$ cat config.mk
export PLATFORM = sky130hd
export DESIGN_NAME = traffic_light_monitor
export DESIGN_NICKNAME = d
export VERILOG_FILES = /design/src/rtl/traffic_light_monitor_pkg.sv /design/src/rtl/traffic_light_monitor_phase_tracker.sv /design/src/rtl/traffic_light_monitor.sv
export SDC_FILE = /design/constraint.sdc
export NUM_CORES = 1
export LEC_CHECK = 0
export ABC_AREA = 1
export ABC_CLOCK_PERIOD_IN_PS = 2500
export CAP_MARGIN = 0
export CORE_UTILIZATION = 45
export CTS_CLUSTER_SIZE = 14
export DETAILED_ROUTE_END_ITERATION = 8
export GPL_TIMING_DRIVEN = 0
export SYNTH_ARGS = -nofsm -noshare
export SYNTH_HDL_FRONTEND = slang
export SYNTH_HIERARCHICAL = 1
export SYNTH_SLANG_ARGS = --single-unit
$ cat constraint.sdc
create_clock -name clk -period 2.5 [get_ports clk]
set_input_delay 0.25 -clock clk [delete_from_list [all_inputs] [get_ports clk]]
set_output_delay 0.25 -clock clk [all_outputs]
set_load 0.03 [all_outputs]
$ cat src/rtl/traffic_light_monitor_pkg.sv
// Shared constants for the traffic light monitor: colour bit indices and
// one-hot encodings (common with the controller), monitor states and the
// fault-code values.
package traffic_light_monitor_pkg;

  localparam int unsigned RED_IDX    = 2;
  localparam int unsigned YELLOW_IDX = 1;
  localparam int unsigned GREEN_IDX  = 0;

  localparam logic [2:0] RYG_RED    = 3'b100;
  localparam logic [2:0] RYG_YELLOW = 3'b010;
  localparam logic [2:0] RYG_GREEN  = 3'b001;

  typedef enum logic [1:0] {
    ST_ARMING  = 2'd0,
    ST_MONITOR = 2'd1,
    ST_FAULT   = 2'd2
  } mon_state_e;

  localparam logic [2:0] FC_NONE          = 3'd0;
  localparam logic [2:0] FC_ILLEGAL       = 3'd1;
  localparam logic [2:0] FC_CONFLICT      = 3'd2;
  localparam logic [2:0] FC_BAD_SEQUENCE  = 3'd3;
  localparam logic [2:0] FC_SHORT_GREEN   = 3'd4;
  localparam logic [2:0] FC_SHORT_YELLOW  = 3'd5;
  localparam logic [2:0] FC_SHORT_ALL_RED = 3'd6;

  // Only R->G, G->Y and Y->R are legal colour changes.
  function automatic logic legal_step(input logic [2:0] from, input logic [2:0] to);
    return ((from == RYG_RED)    && (to == RYG_GREEN))  ||
           ((from == RYG_GREEN)  && (to == RYG_YELLOW)) ||
           ((from == RYG_YELLOW) && (to == RYG_RED));
  endfunction

endpackage

$ cat src/rtl/traffic_light_monitor_phase_tracker.sv
// Per-road phase tracker: remembers the last sampled colour and how many
// consecutive samples it has been shown (saturating).
//   clk, reset     : clock, synchronous active-high reset
//   ryg            : current road light sample (R,Y,G)
//   changed        : current sample differs from the last one
//   prev_colour    : last sampled colour
//   prev_duration  : length of the phase ending with the last sample
//   one_hot_ok     : current sample is exactly one colour
module traffic_light_phase_tracker
  import traffic_light_monitor_pkg::*;
#(
  parameter int unsigned TIMER_BITS = 16
) (
  input  logic                  clk,
  input  logic                  reset,
  input  logic [2:0]            ryg,
  output logic                  changed,
  output logic [2:0]            prev_colour,
  output logic [TIMER_BITS-1:0] prev_duration,
  output logic                  one_hot_ok
);

  logic [2:0]            last_colour_q, last_colour_d;
  logic [TIMER_BITS-1:0] count_q, count_d;

  always_comb begin
    changed       = (ryg != last_colour_q);
    prev_colour   = last_colour_q;
    prev_duration = count_q;
    one_hot_ok    = (ryg == RYG_RED) || (ryg == RYG_YELLOW) || (ryg == RYG_GREEN);

    last_colour_d = ryg;
    if (changed) begin
      count_d = TIMER_BITS'(1);
    end else if (count_q == '1) begin
      count_d = count_q;
    end else begin
      count_d = count_q + TIMER_BITS'(1);
    end
  end

  always_ff @(posedge clk) begin
    if (reset) begin
      last_colour_q <= RYG_RED;
      count_q       <= '0;
    end else begin
      last_colour_q <= last_colour_d;
      count_q       <= count_d;
    end
  end

endmodule

$ cat src/rtl/traffic_light_monitor.sv
// Safety monitor on the traffic light controller outputs. Latches the first
// violation (illegal pattern, conflict, bad sequence, short phases).
//   clk, reset               : clock, synchronous active-high reset
//   primaryRoadLight_RYG     : primary road lights (bit2 R, bit1 Y, bit0 G)
//   secondaryRoadLight_RYG   : secondary road lights
//   fault_clear              : leave FAULT back to ARMING
//   fault                    : latched violation flag
//   fault_code               : first violation code (0 = none)
//   fault_road               : road of first violation (0 primary, 1 secondary)
//   armed                    : high while monitoring
module traffic_light_monitor
  import traffic_light_monitor_pkg::*;
#(
  parameter int unsigned TIMER_BITS         = 16,
  parameter int unsigned MIN_GREEN_CYCLES   = 16,
  parameter int unsigned MIN_YELLOW_CYCLES  = 8,
  parameter int unsigned MIN_ALL_RED_CYCLES = 4
) (
  input  logic       clk,
  input  logic       reset,
  input  logic [2:0] primaryRoadLight_RYG,
  input  logic [2:0] secondaryRoadLight_RYG,
  input  logic       fault_clear,
  output logic       fault,
  output logic [2:0] fault_code,
  output logic       fault_road,
  output logic       armed
);

  localparam logic [TIMER_BITS-1:0] MIN_G  = TIMER_BITS'(MIN_GREEN_CYCLES);
  localparam logic [TIMER_BITS-1:0] MIN_Y  = TIMER_BITS'(MIN_YELLOW_CYCLES);
  localparam logic [TIMER_BITS-1:0] MIN_AR = TIMER_BITS'(MIN_ALL_RED_CYCLES);

  mon_state_e            state_q, state_d;
  logic [TIMER_BITS-1:0] all_red_q, all_red_d;
  logic                  fault_q, fault_d;
  logic [2:0]            code_q, code_d;
  logic                  road_q, road_d;

  logic                  p_changed, s_changed, p_ok, s_ok;
  logic [2:0]            p_prev, s_prev;
  logic [TIMER_BITS-1:0] p_dur, s_dur;

  traffic_light_phase_tracker #(.TIMER_BITS(TIMER_BITS)) u_primary (
    .clk           (clk),
    .reset         (reset),
    .ryg           (primaryRoadLight_RYG),
    .changed       (p_changed),
    .prev_colour   (p_prev),
    .prev_duration (p_dur),
    .one_hot_ok    (p_ok)
  );

  traffic_light_phase_tracker #(.TIMER_BITS(TIMER_BITS)) u_secondary (
    .clk           (clk),
    .reset         (reset),
    .ryg           (secondaryRoadLight_RYG),
    .changed       (s_changed),
    .prev_colour   (s_prev),
    .prev_duration (s_dur),
    .one_hot_ok    (s_ok)
  );

  // Lowest per-road code (conflict excluded); 0 when the road is clean.
  function automatic logic [2:0] road_code(
    input logic [2:0]            cur,
    input logic                  changed,
    input logic [2:0]            prev,
    input logic [TIMER_BITS-1:0] dur,
    input logic                  ok,
    input logic [TIMER_BITS-1:0] all_red
  );
    if (!ok)                                                        return FC_ILLEGAL;
    if (changed && !legal_step(prev, cur))                          return FC_BAD_SEQUENCE;
    if (changed && (prev == RYG_GREEN)  && (dur < MIN_G))           return FC_SHORT_GREEN;
    if (changed && (prev == RYG_YELLOW) && (dur < MIN_Y))           return FC_SHORT_YELLOW;
    if (changed && (prev == RYG_RED)    && (all_red < MIN_AR))      return FC_SHORT_ALL_RED;
    return FC_NONE;
  endfunction

  logic       both_red, conflict;
  logic [2:0] p_code, s_code, viol_code;
  logic       viol_road;

  always_comb begin
    both_red = (primaryRoadLight_RYG == RYG_RED) && (secondaryRoadLight_RYG == RYG_RED);
    conflict = (primaryRoadLight_RYG != RYG_RED) && (secondaryRoadLight_RYG != RYG_RED);
    p_code   = road_code(primaryRoadLight_RYG, p_changed, p_prev, p_dur, p_ok, all_red_q);
    s_code   = road_code(secondaryRoadLight_RYG, s_changed, s_prev, s_dur, s_ok, all_red_q);

    // Conflict (code 2) slots between the per-road illegal-pattern code and
    // the remaining per-road codes; primary wins ties.
    viol_code = FC_NONE;
    viol_road = 1'b0;
    if (p_code == FC_ILLEGAL) begin
      viol_code = FC_ILLEGAL;
    end else if (s_code == FC_ILLEGAL) begin
      viol_code = FC_ILLEGAL;
      viol_road = 1'b1;
    end else if (conflict) begin
      viol_code = FC_CONFLICT;
    end else if ((p_code != FC_NONE) && ((s_code == FC_NONE) || (p_code <= s_code))) begin
      viol_code = p_code;
    end else if (s_code != FC_NONE) begin
      viol_code = s_code;
      viol_road = 1'b1;
    end
  end

  always_comb begin
    state_d = state_q;
    fault_d = fault_q;
    code_d  = code_q;
    road_d  = road_q;

    if (!both_red) begin
      all_red_d = '0;
    end else if (state_q == ST_ARMING) begin
      all_red_d = TIMER_BITS'(1);
    end else if (all_red_q == '1) begin
      all_red_d = all_red_q;
    end else begin
      all_red_d = all_red_q + TIMER_BITS'(1);
    end

    unique case (state_q)
      ST_ARMING: begin
        if (both_red) state_d = ST_MONITOR;
      end
      ST_MONITOR: begin
        if (viol_code != FC_NONE) begin
          state_d = ST_FAULT;
          fault_d = 1'b1;
          code_d  = viol_code;
          road_d  = viol_road;
        end
      end
      ST_FAULT: begin
        if (fault_clear) begin
          state_d = ST_ARMING;
          fault_d = 1'b0;
          code_d  = FC_NONE;
          road_d  = 1'b0;
        end
      end
      default: state_d = ST_ARMING;
    endcase
  end

  always_ff @(posedge clk) begin
    if (reset) begin
      state_q   <= ST_ARMING;
      all_red_q <= '0;
      fault_q   <= 1'b0;
      code_q    <= FC_NONE;
      road_q    <= 1'b0;
    end else begin
      state_q   <= state_d;
      all_red_q <= all_red_d;
      fault_q   <= fault_d;
      code_q    <= code_d;
      road_q    <= road_d;
    end
  end

  assign fault      = fault_q;
  assign fault_code = code_q;
  assign fault_road = road_q;
  assign armed      = (state_q == ST_MONITOR);

endmodule

==> flow_summary_export.csv, run 1 <==
group,metric,value,unit
drt,met3_length,225,µm
min_path,min_path_type,"primary input to flip-flop",
drt,drt_iter0_drc,73,
setup_path,end_kind,"flip-flop",
layout,multi_input_area,2490,µm²
logic_synthesis,ys.flop_type,"dfxtp_1",
sta,clock_skew,0.0150,ns
logic_synthesis,synth_top_area_frac,0.307,
run_status,violations,"setup timing",
logic_synthesis,synth_common_cells,"nand2_1 (163), inv_1 (102), nor2_1 (91), dfxtp_1 (61), nand3_1 (44)",
die,die_w,96.0,µm
drt,firstDrtPassIters,4,
layout,regArea,1240,µm²
sta,tightest_slew,0.609,ns
logic_synthesis,ys_ff_latch,61,
die,die_area,9210,µm²
placed_design,dp_slack,-1.07,ns
clock_tree,cts_tree,"yes",
min_path,whs_path_depth,3,
sta,setup_violations,7,
drt,post_drt_wl_per_cell,11.5,µm
setup_path,critPathArrivalTime,3.08,ns
layout,area_delta_synth_final,21.3,%
setup_path,cp_data_required_time,2.77,ns
die,fp.dieH,96.0,µm
setup_path,critPathMaxFanout,6,
drt,routed_wl,8.98,mm
power,power_density,468,nW/µm²
sta,period_needed,2.81,ns
die,floorplan.initialDensity,0.474,
placed_design,port_buffers,14,
global_route,globalRouteOverflowTotal,0,
sta,drv_slew,0,
power,ir_drop,274,µV
die,io_pins,15,
sta,fmax,355,MHz
clock_tree,clock-root-buffer,"clkbuf_8",
logic_synthesis,synthesis.area,3970,µm²
drt,top_layer_used,"met5",
setup_path,ff2ff_path_depth,25,
clock_tree,clkTransAtPathRegs,0.07,ns
global_route,antenna_found_initial,1,
drt,avgViaCountPerCell,4.91,
clock_tree,htreeDepth,3,
sta,hold_viol,0,
sta,slew-limit-headroom,0.593,
drt,final_antenna_net_count,0,
clock_tree,cts_buffers,9,
logic_synthesis,async_reset_ff_frac,0,
global_route,grt_pass1_wl,15.0,mm
power,p_leak,2.06,nW
run_status,status,"finished, violations left",
layout,nFillCells,856,
logic_synthesis,yosys.area.top_type,"dfxtp_1",
placed_design,hpwl,6.58,mm
setup_path,worst-setup-path-type,"flip-flop to flip-flop",
logic_synthesis,synth.distinct_cells,33,
sta,whs,0.376,ns
logic_synthesis,synth.area.top_cells,"dfxtp_1 (31%), nand2_1 (15%), inv_1 (9.6%)",
logic_synthesis,yosysSeqAreaShare,0.307,
clock_tree,insertion_delay,0.35,ns
die,core-area,8380,µm²
drt,wirelength_met1,4.32,mm
clock_tree,cts_num_sinks,61,
drt,num_vias,3853,
die,rows,33,
placed_design,gp_congestion,0.859,
clock_tree,clockBufferDepth,2,
logic_synthesis,syn_avg_cell_area,6.30,µm²
global_route,grt_pass1_vias,3488,
layout,antenna_cells,0,
logic_synthesis,yosysWarnings,6,
global_route,grt.total_usage,0.209,
layout,layout-drive-gt1-share,0.212,
layout,fin_nets,689,
setup_path,worstSetupStartpointType,"flip-flop",
sta,rsz0062_at_grt,"true",
logic_synthesis,synth_most_common_cell,"nand2_1",
sta,setup_slack,-0.315,ns
setup_path,r2r_slack,-0.31,ns
logic_synthesis,synth_edf_count,0,
drt,dr_wl_met2,4.31,mm
job,drv_cap,0,
logic_synthesis,synth_nets,646,
sta,fin_crit_sh,1.13,
logic_synthesis,synth_cells,631,
global_route,grt_start_max_net_pins,16,
drt,drc,0,
==> where the power goes <==
group	internal [mW]	total (mW)	switching, mW
registers	0.979	0.989	0.0101
logic	0.0986	0.247	0.149
clock network	0.587	1.02	0.431
==> critical path, cell delays in order, from the launching register on <==
cell and delay, ns:
dfxtp_4 0.36, inv_1 0.05, nand2_1 0.06, nand2_1 0.08
nand2_2 0.06, nor2_4 0.13, inv_2 0.07, nand2_2 0.07
nor2_2 0.04, nor2_2 0.15, inv_2 0.07, a21oi_4 0.15
ha_4 0.23, nand2_4 0.06, nor2_2 0.04, a211oi_2 0.16
a21oi_2 0.06, nand2_2 0.14, nand2_2 0.10, nand2_2 0.09
nand2_2 0.06, nand2_2 0.07, nand4_4 0.11, nand2_4 0.12
nand3_1 0.07, a21oi_1 0.12
==> repair_timing <==
action                                  4_1_cts  5_1_grt
hold buffers                                  0        0
setup buffers                                11        7
gates resized for setup                      25       38
pin swaps                                    19       30
endpoints found under the setup margin        7        7
==> final timing paths <==
| check | start | end |
|---|---|---|
| setup / recovery | u_primary/prev_colour[2]$_SDFF_PP1_ | fault_code[0]$_SDFFE_PP0P_ |
| hold / removal | primaryRoadLight_RYG[0] | u_primary/prev_colour[0]$_SDFF_PP0_ |
| setup reg to reg | u_primary/prev_colour[2]$_SDFF_PP1_ | fault_code[0]$_SDFFE_PP0P_ |
| hold reg to reg | fault$_SDFFE_PP0P_ | fault$_SDFFE_PP0P_ |
==> cell type report <==
cell class	count	share of cell area
Multi-Input combinational cell	453	0.517
Tap cell	105	0.0273
Buffer	3	0.00545
Clock buffer	10	0.0286
Timing Repair Buffer	32	0.0566
Sequential cell	61	0.257
Clock inverter	6	0.0179
Inverter	114	0.0899
==> flip-flops by register name, summed over array words and instances (netlist names), 2 cells and up <==
signal,cells
u_secondary/prev_colour,3
all_red_q,16
u_primary/prev_duration,16
u_primary/prev_colour,3
fault_code,3
u_secondary/prev_duration,16
state_q,2
==> cells in the final DEF (no fill, tap or decap), types with 3 or more instances in the layout <==
cell / count
inv_1: 96
dfxtp_4: 4
dfxtp_1: 56
a31oi_1: 11
nand4_1: 16
a21oi_2: 6
nor3_2: 4
xnor2_1: 5
nand2_2: 24
nor2_2: 13
nor3_1: 9
a21oi_1: 18
nand2_1: 150
dlygate4sd2_1: 5
ha_1: 4
nor2_1: 82
nand3b_1: 3
nand2_4: 4
nand3_2: 10
o21ai_0: 15
clkbuf_8: 10
nor2_4: 11
nand3_1: 40
nor4_1: 3
buf_6: 3
xor2_1: 5
buf_4: 17
clkdlybuf4s50_1: 8
inv_2: 16
o21ai_1: 4
==> through the flow <==
| step | utilization | setup TNS, ns | cells | area, µm² | total power, mW |
|---|---|---|---|---|---|
| after floorplan | - | -0.544 | 631 | 4000 | 1.14 |
| after global placement | 0.510 | -7.02 | 750 | 4270 | 1.19 |
| after detailed placement | 0.510 | -7.16 | 750 | 4270 | 1.19 |
| after CTS | 0.553 | -2.39 | 777 | 4630 | 2.23 |
| after global routing | 0.575 | -3.64 | 784 | 4820 | 2.35 |
| final | 0.575 | -1.95 | 784 | 4820 | 2.25 |
==> cells by family after synthesis <==
family	after synthesis	synth area share
and+or+nand+nor	374	0.447
buffers and inverters	117	0.115
AOI/OAI and AO/OA	61	0.0850
DFF	61	0.307
xor gates and xnor gates	12	0.0265
adders and majority gates	6	0.0189
==> routing by layer <==
metal,vias up,track usage
li1,2074,-
met1,1737,0.263
met2,30,0.354
met3,10,0.0466
met4,2,0.0672
met5,-,0
Note: power is estimated with default switching activity, not from simulation.
==> run 2: changes to the inputs <==
ABC_AREA = default   (was 1)
==> run 2 against run 1 <==
Net effect:
- the run still ends with setup timing left
- combinational power shrank 3%
- flip-flop and latch count is the same
- critical path depth down 9
- highest routed layer is now met4
- worst setup slack worse by 0.37 ns
- critical endpoint is now state_q[1]$_SDFFE_PP0P_
- largest power group is now registers
- clock power is 17% lower
- maximum frequency is 12% lower
==> flow_summary_export.csv, run 2 <==
group,metric,value,unit
logic_synthesis,syn_avg_cell_area,8.53,µm²
clock_tree,clockBufferDepth,2,
logic_synthesis,async_reset_ff_frac,0,
logic_synthesis,ys_ff_latch,61,
power,ir_drop,285,µV
drt,drt_iter0_drc,93,
sta,hold_viol,0,
clock_tree,cts_hold_buf,0,
clock_tree,cts_num_sinks,61,
global_route,grt_start_max_net_pins,17,
logic_synthesis,yosys.area.top_type,"dfxtp_1",
logic_synthesis,synth_common_cells,"dfxtp_1 (61), nor2_1 (37), nand2_1 (29), a21oi_1 (27), nand3_1 (24)",
sta,setup_violations,7,
clock_tree,clkTransAtPathRegs,0.07,ns
power,p_leak,1.38,nW
drt,final_antenna_net_count,0,
layout,layout_commonest_cell,"dfxtp_1",
setup_path,critPathMaxFanout,5,
power,finalPower,2.07,mW
logic_synthesis,synth_most_common_cell,"dfxtp_1",
sta,slew-limit-headroom,0.562,
die,core-area,7330,µm²
sta,clock_skew,0.00786,ns
layout,area_delta_synth_final,19.3,%
sta,tightest_slew,0.650,ns
placed_design,hpwl,5.13,mm
clock_tree,cts_tree,"yes",
layout,multi_input_area,2240,µm²
placed_design,placed_cell_area,3770,µm²
layout,layout-drive-gt1-share,0.188,
placed_design,port_buffers,14,
logic_synthesis,yosysSeqAreaShare,0.353,
logic_synthesis,ys.flop_type,"dfxtp_1",
layout,fin_area,4120,µm²
sta,fin_crit_sh,1.27,
drt,num_vias,3049,
drt,post_drt_wl_per_cell,13.6,µm
power,power_density,503,nW/µm²
layout,regArea,1240,µm²
setup_path,worstSetupStartpointType,"flip-flop",
setup_path,end_kind,"flip-flop",
die,fp.dieH,89.6,µm
sta,drv_slew,0,
die,io_pins,15,
setup_path,worst-setup-path-type,"flip-flop to flip-flop",
die,die_area,8030,µm²
sta,setup_slack,-0.684,ns
run_status,status,"finished, violations left",
global_route,grt.total_usage,0.203,
sta,whs,0.305,ns
clock_tree,cts_buffers,9,
drt,avgViaCountPerCell,5.58,
sta,period_needed,3.18,ns
drt,firstDrtPassIters,5,
layout,antenna_cells,0,
global_route,grt_pass1_wl,12.4,mm
min_path,min_path_type,"primary input to flip-flop",
layout,fin_nets,458,
die,die_w,89.6,µm
layout,nFillCells,672,
layout,most-common-layout-cells,"dfxtp_1 (55), nor2_1 (36), nand2_1 (29)",
layout,utilization,0.562,
job,drv_cap,0,
die,rows,31,
sta,fmax,314,MHz
logic_synthesis,synth_cells,405,
logic_synthesis,synth_top_area_frac,0.353,
sta,rsz0062_at_grt,"true",
logic_synthesis,yosysWarnings,6,
setup_path,cp_data_required_time,2.73,ns
global_route,globalRouteOverflowTotal,0,
run_status,violations,"setup timing",
logic_synthesis,synth.distinct_cells,61,
clock_tree,insertion_delay,0.34,ns
drt,routed_wl,7.44,mm
die,floorplan.initialDensity,0.471,
clock_tree,clock-root-buffer,"clkbuf_8",
placed_design,gp_congestion,0.860,
logic_synthesis,synth_edf_count,0,
setup_path,critPathArrivalTime,3.42,ns
global_route,antenna_found_initial,0,
clock_tree,htreeDepth,3,
global_route,grt_pass1_vias,2769,
logic_synthesis,synth_nets,420,
drt,drc,0,
logic_synthesis,synthesis.area,3450,µm²
logic_synthesis,synth.area.top_cells,"dfxtp_1 (35%), nor2_1 (4.0%), a21oi_1 (3.9%)",
## run 2: cell count changes in the layout (fill, tap and decap cells not counted), moves of 9 or more
cell,delta
nor2_2,-12
a21oi_1,+9
nand2_2,-24
nor2_1,-46
or3_1,+13
nand3_2,-10
inv_1,-81
nand3_1,-16
nor2_4,-11
nand2_1,-121
inv_2,-14
## run 2: power by group
group / switching [mW] / leakage (nW) / internal, mW
logic: 0.124 / 0.795 / 0.116
registers: 0.0122 / 0.495 / 0.980
clock network: 0.392 / 0.0919 / 0.450
total: 0.528 / 1.38 / 1.55
## run 2: metal layers
layer,part of all wire,global-route usage
met1,0.49,0.262
met5,0,0
met4,0.012,0.0606
met3,0.028,0.0521
met2,0.47,0.333
## run 2: worst paths after layout
path / startpoint / end / slack [ns] / depth (start not counted)
min: primaryRoadLight_RYG[0] / u_primary/prev_colour[0]$_SDFF_PP0_ / 0.31 / 2
max reg2reg: u_secondary/prev_colour[0]$_SDFF_PP0_ / state_q[1]$_SDFFE_PP0P_ / -0.68 / 16
min reg2reg: fault_code[0]$_SDFFE_PP0P_ / fault_code[0]$_SDFFE_PP0P_ / 0.45 / 2
max: u_secondary/prev_colour[0]$_SDFF_PP0_ / state_q[1]$_SDFFE_PP0P_ / -0.68 / 16
## run 2: timing repair
action / in CTS / in global routing
setup endpoints to repair: 7 / 7
resized for setup: 16 / 9
setup buffers: 11 / 2
pin swaps: 9 / 10
## run 2: cell type report
| cell class | count | area share |
|---|---|---|
| multi-input cells | 320 | 0.544 |
| flip-flops and latches | 61 | 0.300 |
| repair buffers | 27 | 0.0568 |
| clock buffers | 10 | 0.0310 |
| well taps | 99 | 0.0301 |
| inverters | 17 | 0.0155 |
| clock inverters | 5 | 0.0128 |
| plain buffers | 7 | 0.0103 |
## run 2: kinds of logic (layout without fill, tap and decap cells)
family                     Yosys count  after routing  synth area share
buffers and inverters               24             66            0.0308
and+or+nand+nor                    192            192             0.342
adders and majority gates            6              6            0.0217
muxes                                8              8            0.0232
xor gates and xnor gates            23             23            0.0583
DFF                                 61             61             0.353
AOI/OAI and AO/OA                   91             91             0.170
## run 2: through the flow
stage	TNS, ns	setup slack, ns	cells
after global placement	-9.82	-1.44	518
after global routing	-5.74	-0.854	546
after detailed placement	-10.01	-1.47	518
after CTS	-4.95	-0.745	544
after floorplan	-3.00	-0.485	405
final	-4.49	-0.684	546
## run 2: worst max-delay path, stage by stage, from the launching register on
cell and delay [ns]:
dfxtp_4 0.37, xor2_2 0.16, nor3_2 0.07, inv_2 0.06, nor4b_4 0.19, nand4_1 0.25
o32ai_4 0.28, and2_4 0.20, inv_2 0.04, ha_4 0.27, o21ai_2 0.05, a32oi_2 0.25
o21a_1 0.22, o32ai_2 0.10, and3_4 0.18, a211o_1 0.31, o41ai_1 0.07
==> run 3: changes to the inputs <==
PLACE_DENSITY = 0.67   (was default)
==> run 3 against run 2 <==
Net effect:
- the run still ends with setup timing left
- core utilization barely moved
- maximum frequency shrank 0.73%
- worst setup slack worse by 0.023 ns
- worst hold slack worse by 0.0057 ns
- clock skew is 0.0017 ns lower
- total power down 3.4%
- critical path depth unchanged
- critical endpoint unchanged
==> flow_summary_export.csv, run 3 (synthesis results as in run 2) <==
group,metric,value,unit
die,rows,31,
min_path,min_path_type,"primary input to flip-flop",
drt,firstDrtPassIters,4,
drt,drc,0,
power,p_leak,1.39,nW
job,drv_cap,0,
power,finalPower,2.00,mW
placed_design,port_buffers,14,
min_path,whs_path_depth,2,
clock_tree,htreeDepth,3,
sta,slew-limit-headroom,0.548,
power,combPwrFrac,0.126,
die,die_w,89.6,µm
sta,period_needed,3.21,ns
layout,most-common-layout-cells,"dfxtp_1 (55), nor2_1 (36), nand2_1 (29)",
setup_path,critPathArrivalTime,3.44,ns
clock_tree,cts_tree,"yes",
layout,fin_nets,458,
sta,fin_setup_tns,-4.62,ns
drt,routed_wl,7.69,mm
global_route,grt_pass1_vias,2781,
power,power_density,486,nW/µm²
setup_path,cp_data_required_time,2.73,ns
clock_tree,cts_num_sinks,61,
die,core-area,7330,µm²
placed_design,placed_cell_area,3770,µm²
drt,drt_iter0_drc,120,
clock_tree,cts_buffers,9,
global_route,grt.total_usage,0.197,
global_route,globalRouteOverflowTotal,0,
sta,setup_slack,-0.708,ns
layout,layout-drive-gt1-share,0.184,
layout,fin_area,4120,µm²
sta,tightest_slew,0.671,ns
die,die_area,8030,µm²
layout,fin_cells,545,
setup_path,worstSetupStartpointType,"flip-flop",
placed_design,dp_slack,-1.41,ns
sta,drv_slew,0,
setup_path,worst-setup-path-type,"flip-flop to flip-flop",
setup_path,end_kind,"flip-flop",
power,p_sw_frac,0.250,
sta,whs,0.299,ns
drt,post_drt_wl_per_cell,14.1,µm
die,floorplan.initialDensity,0.471,
power,p_sw,501,µW
clock_tree,clock-root-buffer,"clkbuf_8",
sta,hold_viol,0,
placed_design,place_inst,518,
global_route,grt_start_max_net_pins,17,
sta,rsz0062_at_grt,"true",
layout,utilization,0.563,
power,ir_drop,308,µV
run_status,status,"finished, violations left",
sta,fin_crit_sh,1.28,
power,clkPwrFrac,0.379,
clock_tree,cts_hold_buf,0,
drt,avgViaCountPerCell,5.74,
global_route,grt_pass1_wl,12.4,mm
layout,layout_commonest_cell,"dfxtp_1",
layout,area_delta_synth_final,19.4,%
die,fp.dieH,89.6,µm
power,seqPwrFrac,0.495,
placed_design,gp_congestion,0.856,
setup_path,critPathMaxFanout,4,
drt,final_antenna_net_count,0,
run_status,violations,"setup timing",
clock_tree,clkTransAtPathRegs,0.06,ns
power,intPower,1.50,mW
sta,setup_violations,7,
setup_path,ff2ff_path_depth,16,
sta,clock_skew,0.00612,ns
global_route,antenna_found_initial,0,
die,io_pins,15,
layout,antenna_cells,0,
drt,num_vias,3129,
placed_design,hpwl,5.23,mm
clock_tree,clockBufferDepth,2,
sta,fmax,312,MHz
clock_tree,insertion_delay,0.33,ns
## run 3: worst paths after layout
kind / end / start / slack [ns]
setup / recovery: state_q[1]$_SDFFE_PP0P_ / u_secondary/prev_colour[1]$_SDFF_PP0_ / -0.71
hold / removal: u_primary/prev_colour[0]$_SDFF_PP0_ / primaryRoadLight_RYG[0] / 0.30
setup reg to reg: state_q[1]$_SDFFE_PP0P_ / u_secondary/prev_colour[1]$_SDFF_PP0_ / -0.71
hold reg to reg: fault_code[0]$_SDFFE_PP0P_ / fault_code[0]$_SDFFE_PP0P_ / 0.45
## run 3: critical path, stage by stage, from the launching register on
cell     delay, ns
dfxtp_4       0.35
xor2_1        0.17
nor3_2        0.08
inv_1         0.10
nor4b_4       0.21
nand4_1       0.22
o32ai_4       0.27
and2_4        0.20
inv_2         0.04
ha_4          0.26
o21ai_2       0.05
a32oi_2       0.25
o21a_1        0.23
o32ai_2       0.10
and3_4        0.18
a211o_1       0.30
o41ai_1       0.07
## run 3: layer usage
metal,track usage,vias to the layer above,part of all wire
met5,0,-,0
met4,0.0837,0,0.017
met3,0.0475,15,0.039
met2,0.336,68,0.49
met1,0.236,1451,0.45
li1,-,1595,-
## run 3: final cells by class
| cell class | count | area (µm²) |
|---|---|---|
| Buffer | 7 | 42.5 |
| Sequential cell | 61 | 1240 |
| Clock buffer | 12 | 155 |
| Fill cell | 657 | 3210 |
| Multi-Input combinational cell | 320 | 2260 |
| Tap cell | 99 | 124 |
| Timing Repair Buffer | 27 | 234 |
| Inverter | 17 | 63.8 |
| Clock inverter | 2 | 10.0 |
## run 3: timing repair
item                                    in CTS  in global routing
pin swaps                                    8                 10
endpoints found under the setup margin       7                  7
setup buffers                               10                  3
gates resized for setup                     13                 15
## run 3: power by group through the flow
| stage | sequential [mW] | clock (mW) | combinational [mW] |
|---|---|---|---|
| floorplan | 1.01 | 0 | 0.142 |
| global placement | 1.02 | 0 | 0.188 |
| detailed placement | 1.02 | 0 | 0.192 |
| CTS | 0.991 | 0.789 | 0.225 |
| global route | 0.992 | 0.825 | 0.272 |
| finish | 0.992 | 0.760 | 0.252 |
